## src/rtl/lsu_param.sv

```systemverilog
// Per-thread load-store unit: one LDR/STR per core request over valid/ready
// memory channels, with response timeout and illegal-op error reporting.
module lsu_param #(
   parameter int          DATA_BITS      = 8,
   parameter int          ADDR_BITS      = 8,
   parameter int          TIMEOUT_CYCLES = 64,
   parameter logic [2:0]  CORE_REQUEST   = 3'b011,
   parameter logic [2:0]  CORE_UPDATE    = 3'b110
) (
   input  logic                 clk,
   input  logic                 reset,
   input  logic                 enable,
   input  logic [2:0]           core_state,
   input  logic                 decoded_mem_read_enable,
   input  logic                 decoded_mem_write_enable,
   input  logic [DATA_BITS-1:0] rs,
   input  logic [DATA_BITS-1:0] rt,
   output logic                 mem_read_valid,
   output logic [ADDR_BITS-1:0] mem_read_address,
   input  logic                 mem_read_ready,
   input  logic [DATA_BITS-1:0] mem_read_data,
   output logic                 mem_write_valid,
   output logic [ADDR_BITS-1:0] mem_write_address,
   output logic [DATA_BITS-1:0] mem_write_data,
   input  logic                 mem_write_ready,
   output logic [1:0]           lsu_state,
   output logic [DATA_BITS-1:0] lsu_out,
   output logic                 lsu_error
);

   localparam logic [1:0] S_IDLE = 2'd0;
   localparam logic [1:0] S_REQ  = 2'd1;
   localparam logic [1:0] S_WAIT = 2'd2;
   localparam logic [1:0] S_DONE = 2'd3;

   localparam int TW =
      (TIMEOUT_CYCLES < 1) ? 1 : $clog2(TIMEOUT_CYCLES + 1);
   localparam bit TO_EN = (TIMEOUT_CYCLES != 0);
   localparam logic [TW-1:0] TLIM =
      TW'((TIMEOUT_CYCLES > 0) ? TIMEOUT_CYCLES - 1 : 0);

   logic [ADDR_BITS-1:0] addr;
   logic [TW-1:0]        timer;
   logic                 op_wr;
   logic                 rdy;
   logic                 rd_req;
   logic                 wr_req;

   generate
      if (ADDR_BITS <= DATA_BITS) begin : g_trunc
         assign addr = rs[ADDR_BITS-1:0];
      end else begin : g_zext
         assign addr = {{(ADDR_BITS - DATA_BITS){1'b0}}, rs};
      end
   endgenerate

   // Only the latched channel's ready can complete the access.
   assign rdy    = op_wr ? mem_write_ready : mem_read_ready;
   assign rd_req = decoded_mem_read_enable;
   assign wr_req = decoded_mem_write_enable;

   always_ff @(posedge clk or negedge reset) begin
      if (!reset) begin
         lsu_state         <= S_IDLE;
         mem_read_valid    <= 1'b0;
         mem_read_address  <= '0;
         mem_write_valid   <= 1'b0;
         mem_write_address <= '0;
         mem_write_data    <= '0;
         lsu_out           <= '0;
         lsu_error         <= 1'b0;
         timer             <= '0;
         op_wr             <= 1'b0;
      end else if (enable) begin
         unique case (lsu_state)
            S_IDLE: begin
               if (core_state == CORE_REQUEST) begin
                  if (rd_req && wr_req) begin
                     lsu_error <= 1'b1;
                     lsu_state <= S_DONE;
                  end else if (rd_req || wr_req) begin
                     op_wr     <= wr_req;
                     lsu_error <= 1'b0;
                     lsu_state <= S_REQ;
                  end
               end
            end
            S_REQ: begin
               if (op_wr) begin
                  mem_write_valid   <= 1'b1;
                  mem_write_address <= addr;
                  mem_write_data    <= rt;
               end else begin
                  mem_read_valid   <= 1'b1;
                  mem_read_address <= addr;
               end
               timer     <= '0;
               lsu_state <= S_WAIT;
            end
            S_WAIT: begin
               if (rdy) begin
                  if (op_wr) begin
                     mem_write_valid <= 1'b0;
                  end else begin
                     mem_read_valid <= 1'b0;
                     lsu_out        <= mem_read_data;
                  end
                  lsu_state <= S_DONE;
               end else begin
                  if (timer != '1) timer <= timer + 1'b1;
                  if (TO_EN && timer == TLIM) begin
                     mem_read_valid  <= 1'b0;
                     mem_write_valid <= 1'b0;
                     lsu_error       <= 1'b1;
                     lsu_state       <= S_DONE;
                  end
               end
            end
            S_DONE: begin
               if (core_state == CORE_UPDATE) lsu_state <= S_IDLE;
            end
            default: lsu_state <= S_IDLE;
         endcase
      end
   end

endmodule

```

## config.mk

```make
export PLATFORM = sky130hd
export DESIGN_NAME = lsu_param
export DESIGN_NICKNAME = d
export VERILOG_FILES = /design/src/rtl/lsu_param.sv
export SDC_FILE = /design/constraint.sdc
export NUM_CORES = 1
export LEC_CHECK = 0
export BUFFER_PORTS_ARGS = -buffer_cell sky130_fd_sc_hd__buf_4
export CORE_MARGIN = 5
export CORE_UTILIZATION = 35
export DETAILED_ROUTE_END_ITERATION = 6
export SYNTH_ARGS = -nofsm -noshare
export SYNTH_HDL_FRONTEND = slang
export SYNTH_SLANG_ARGS = --single-unit
```

## constraint.sdc

```tcl
create_clock -name clk -period 1.4 [get_ports clk]
set_input_delay 0.07 -clock clk [delete_from_list [all_inputs] [get_ports clk]]
set_output_delay 0.07 -clock clk [all_outputs]
set_load 0.05 [all_outputs]
```

* Word-level counts from Yosys, hierarchy flattened *
Cells that the tools add are included.

cells by class
  equal/unequal tests = 18
  reduce and logical (&&, ||, !) cells = 14
  bitwise operators = 2
  multiplexer cells = 26
  $add $sub $neg = 1

operators with widths
  operator                                        count
  AND reduction 5 bit                             4
  2-to-1 mux 7 bit                                2
  != test 2 bit (second input constant)           7
  case mux 7 bit (2 select lines)                 1
  2-to-1 mux 1 bit                                13
  2-to-1 mux 2 bit                                6
  != test 3 bit (second input constant)           4
  case mux 2 bit (4 select lines)                 1
  AND reduction 4 bit                             2
  adder 7 x 1 -> 7 bit (second input constant)    1
  == test 7 x 6 -> 1 bit (second input constant)  1
  != test 7 bit (second input constant)           1
  case mux 1 bit (2 select lines)                 3
  AND reduction 3 bit                             2
  AND reduction 6 bit                             1
  == test 2 bit (second input constant)           2
  nonzero test 2 bit                              2
  == test 3 x 2 -> 1 bit (second input constant)  1
  == test 3 bit (second input constant)           1
  == test 2 x 1 -> 1 bit (second input constant)  1
  zero test 2 bit                                 1
  inverter 1 bit                                  2
  logical AND 1 bit                               1
  logical OR 1 bit                                1

word-level totals
  flip-flop bits (word level) = 45
  logic and storage cells = 71
  output and inout port bits = 37

* Logic depth before layout (Yosys ltp) *
  word-level depth = 5
  mapped depth = 7

* Worst setup path before layout *
No wires, ideal clock.

  path type = register to register
  start = register lsu_state[0]
  end = register timer[2]
  setup time = 0.077 ns
  period minus slack after synthesis = 1.889 ns
  data arrival time = 1.812 ns
  stages on the path, launching flop included = 8
  slack = -0.489 ns
  cell sequence = dfrtp_1 > inv_1 > ha_1 > buf_2 > inv_1 > o211ai_1 > or2_2 > a21oi_1

on the way
  cells in the longest elaborated chain, start to end = 3
  elaborated cells on any way between the ends = 7

ends and longest elaborated chain
  element                                                        RTL line  RTL
  from (decl)                                                    26        output logic [1:0] lsu_state,
  from (signal assigned)                                         64        lsu_state <= S_IDLE;
  from (signal assigned)                                         80        lsu_state <= S_DONE;
  from (signal assigned)                                         84        lsu_state <= S_REQ;
  == test 2 bit or == test 2 x 1 -> 1 bit (tied branches)        75        unique case (lsu_state)
  != test 2 bit (no line) or nonzero test 2 bit (tied branches)  -
  AND reduction 4 bit (no line)                                  -
  to (signal assigned)                                           110       if (timer != '1) timer <= timer + 1'b1;
  to (decl)                                                      43        logic [TW-1:0] timer;

Parallel ways exist; a longest one is shown, timed or not.
A chain may end at the register's enable or synchronous reset.

* Worst setup path after layout *
  start = register lsu_state[1]
  end = register lsu_state[1]

on the way
  cells in the longest elaborated chain, start to end = 3
  elaborated cells on any way between the ends = 10

ends and longest elaborated chain
  element                                                   RTL line
  == test 2 bit or zero test 2 bit (tied branches)          75
  != test 3 bit (no line) or != test 2 bit (tied branches)  -
  AND reduction 5 bit (no line)                             -

Parallel ways exist; a longest one is shown, timed or not.

==> out/results.ini <==
[run_status]
violations=negative setup slack
status=complete, but fails checks

[grt]
grt-ovfl-total=0
antenna_found_initial=0
grt_pass1_wl_um=8800
grt_pass1_vias=1892
grt_use_total_pct=14.6
grt_max_degree=46

[floorplan]
start_util_pct=35.6
die_area_mm2=0.00760
rows=28
fp.dieW_um=87.2
coreArea_mm2=0.00585
fp.dieH_um=87.2
ioPinCount=71

[timing]
hold_ws_ns=0.00658
max_freq_mhz=635
fin_ws_ns=-0.174
slew_viol_final=0
tightest_slew_ns=0.575
fin_crit_ns=1.57
hold_violations=0
rsz0062_at_grt=true
period_share_pct=112
setup_viol=32
fin_setup_tns_ns=-2.67
clock_skew_ns=0.00581
slew_headroom_pct=61.6

[drt]
drt_pass1_iterations=4
routed_wl_um=5700
routed_via_density=4.91
drc_errors=0
route.detailed.wl_per_inst_um=15.8
drt_iter0_drc=53
vias=1772
ant_nets=0

[critical_path]
cp.required_ns=1.62
start_kind=flip-flop
cp_slowest_stage_delay_ns=0.43
cp.arrival_ns=1.80
reg2reg_from=lsu_state[1]
r2r_cells=6
r2r_slack_ns=-0.17
crit_buf_inv=1
crit_start=lsu_state[1]
worstPathCellList=inv_2 -> ha_4 -> or3b_1 -> o211a_1 -> o211ai_1 -> mux2i_1
critPathSlowestCell=dfrtp_2
cp_top_family=flip-flops
cp_num_cells=6
reg2reg_to=lsu_state[1]
crit_path_max_fanout=3
cp-end-kind=flip-flop
endpoint=lsu_state[1]
criticalPathCategory=reg2reg

[clocking]
root_buffer=clkbuf_8
cts_tree=built
cts_buffers=5
cts_buffer_depth=2
worstSkewPairLatency_ns=0.30
ctsHtreeMaxLevel=2
path_clk_slew_ns=0.09
clkSinkCount=45

[logic_synthesis]
synthCells=165
yosysTopAreaCell=dfrtp_1
yosys_warnings=0
yosysUniqueCellTypes=40
synth_nets=204
synth-seq-area-share_pct=54.0
ys_async_sr_fraction_pct=100
ys_ff_latch=45
syn_area_mm2=0.00208
synth_top_cell_area_share_pct=54.0
syn_area_per_cell_um2=12.6
synth-edff-count=0
netlist_top_cells_area=dfrtp_1 54%, mux2_2 17%, ha_1 3.0%
ys.flop_type=dfrtp_1

[run]
cap_viol_max_count=0

[hold_path]
min_from=rt[7]
hp-class=in2reg

[cells_and_area]
n_antenna_cell=0
stdcell_area_mm2=0.00337
fin_util_pct=57.7
multiInputGateArea_mm2=0.00108
mostFrequentLayoutCell=buf_4
drive_gt1_share_pct=62.6
final_cell_mix=99 x buf_4, 42 x dfrtp_1, 31 x mux2_2, 14 x dlygate4sd3_1, 9 x nand2_1
syn2layout_area_growth_pct=61.9
regArea_mm2=0.00113
fillers=501
final_net_count=325

[placement]
gp_congestion=0.779
place_area_mm2=0.00291
dp_hpwl_um=3880
port_buffers=70

[power]
irDropWorstVdd_uv=1200
p_leak_nw=1.61
cellPowerDensity_mw_per_mm2=2010

## through the flow
stage,power [W],cells,setup WS (ns)
after CTS,0.00660,359,-0.151
after global routing,0.00708,361,-0.269
after global placement,0.00524,331,-0.107
after floorplan,0.00408,165,-0.258
after detailed placement,0.00531,331,-0.166
final,0.00677,361,-0.174
## power by group
group / switching [W] / total [W] / internal [W]
clock: 0.000443 / 0.000962 / 0.000519
sequential: 0.000232 / 0.00191 / 0.00168
combinational: 0.00231 / 0.00390 / 0.00160
## flip-flops by register name, summed over array words and instances (netlist names)
signal,cells
lsu_error,1
mem_read_valid,1
lsu_out,8
mem_write_data,8
timer,7
op_wr,1
mem_read_address,8
lsu_state,2
mem_write_valid,1
mem_write_address,8
## synth_stat cells, types with 2 or more instances
cell,count
dfrtp_1,45
mux2_2,32
nand2_1,12
a21oi_1,9
o21ai_0,6
ha_1,5
inv_1,5
nor2_1,5
a41oi_1,4
buf_2,3
nand4_1,3
and2_1,2
and3_1,2
nand2b_1,2
nand3_1,2
nand3_2,2
o211ai_1,2
o311ai_0,2
## final cells by class
type | instances | share of cell area, %
clock inverters | 2 | 1.04
well taps | 75 | 2.78
flip-flops and latches | 45 | 33.5
inverters | 5 | 0.630
multi-input cells | 111 | 31.9
clock buffers | 5 | 2.04
repair buffers | 118 | 28.1
## per-layer routing
| metal | vias to the layer above | global-route usage [%] | share of wire (%) |
|---|---|---|---|
| li1 | 842 | - | - |
| met1 | 880 | 17.3 | 40 |
| met2 | 41 | 26.1 | 54 |
| met3 | 9 | 3.31 | 4.3 |
| met4 | 0 | 4.88 | 1.7 |
| met5 | - | 0 | 0 |
## what timing repair did
action | 4_1_cts | 5_1_grt
pin swaps | 6 | 12
gates resized for setup | 21 | 18
endpoints found under the hold margin | 58 | 0
setup endpoints to repair | 43 | 44
hold buffers | 14 | 0
setup buffers | 7 | 2
## cell families after synthesis
| group | share of synthesized area [%] |
|---|---|
| DFF | 54.0 |
| and+or+nand+nor | 10.8 |
| muxes | 19.6 |
| AOI/OAI and AO/OA | 10.0 |
| buffers and inverters | 2.16 |
| adders and majority gates | 3.00 |
| xor gates and xnor gates | 0.420 |
## how the worst min path moves through the flow
stage	endpoint	slack, ns	cells after the start
CTS	lsu_out[5]	0.0002	2
detailed placement	lsu_state[0]	0.11	1
finish	mem_write_data[7]	0.007	2
global route	mem_write_address[1]	0.002	2
floorplan	lsu_error	-0.23	0
global placement	lsu_error	0.12	1
Note: power is estimated with default switching activity, not from simulation.
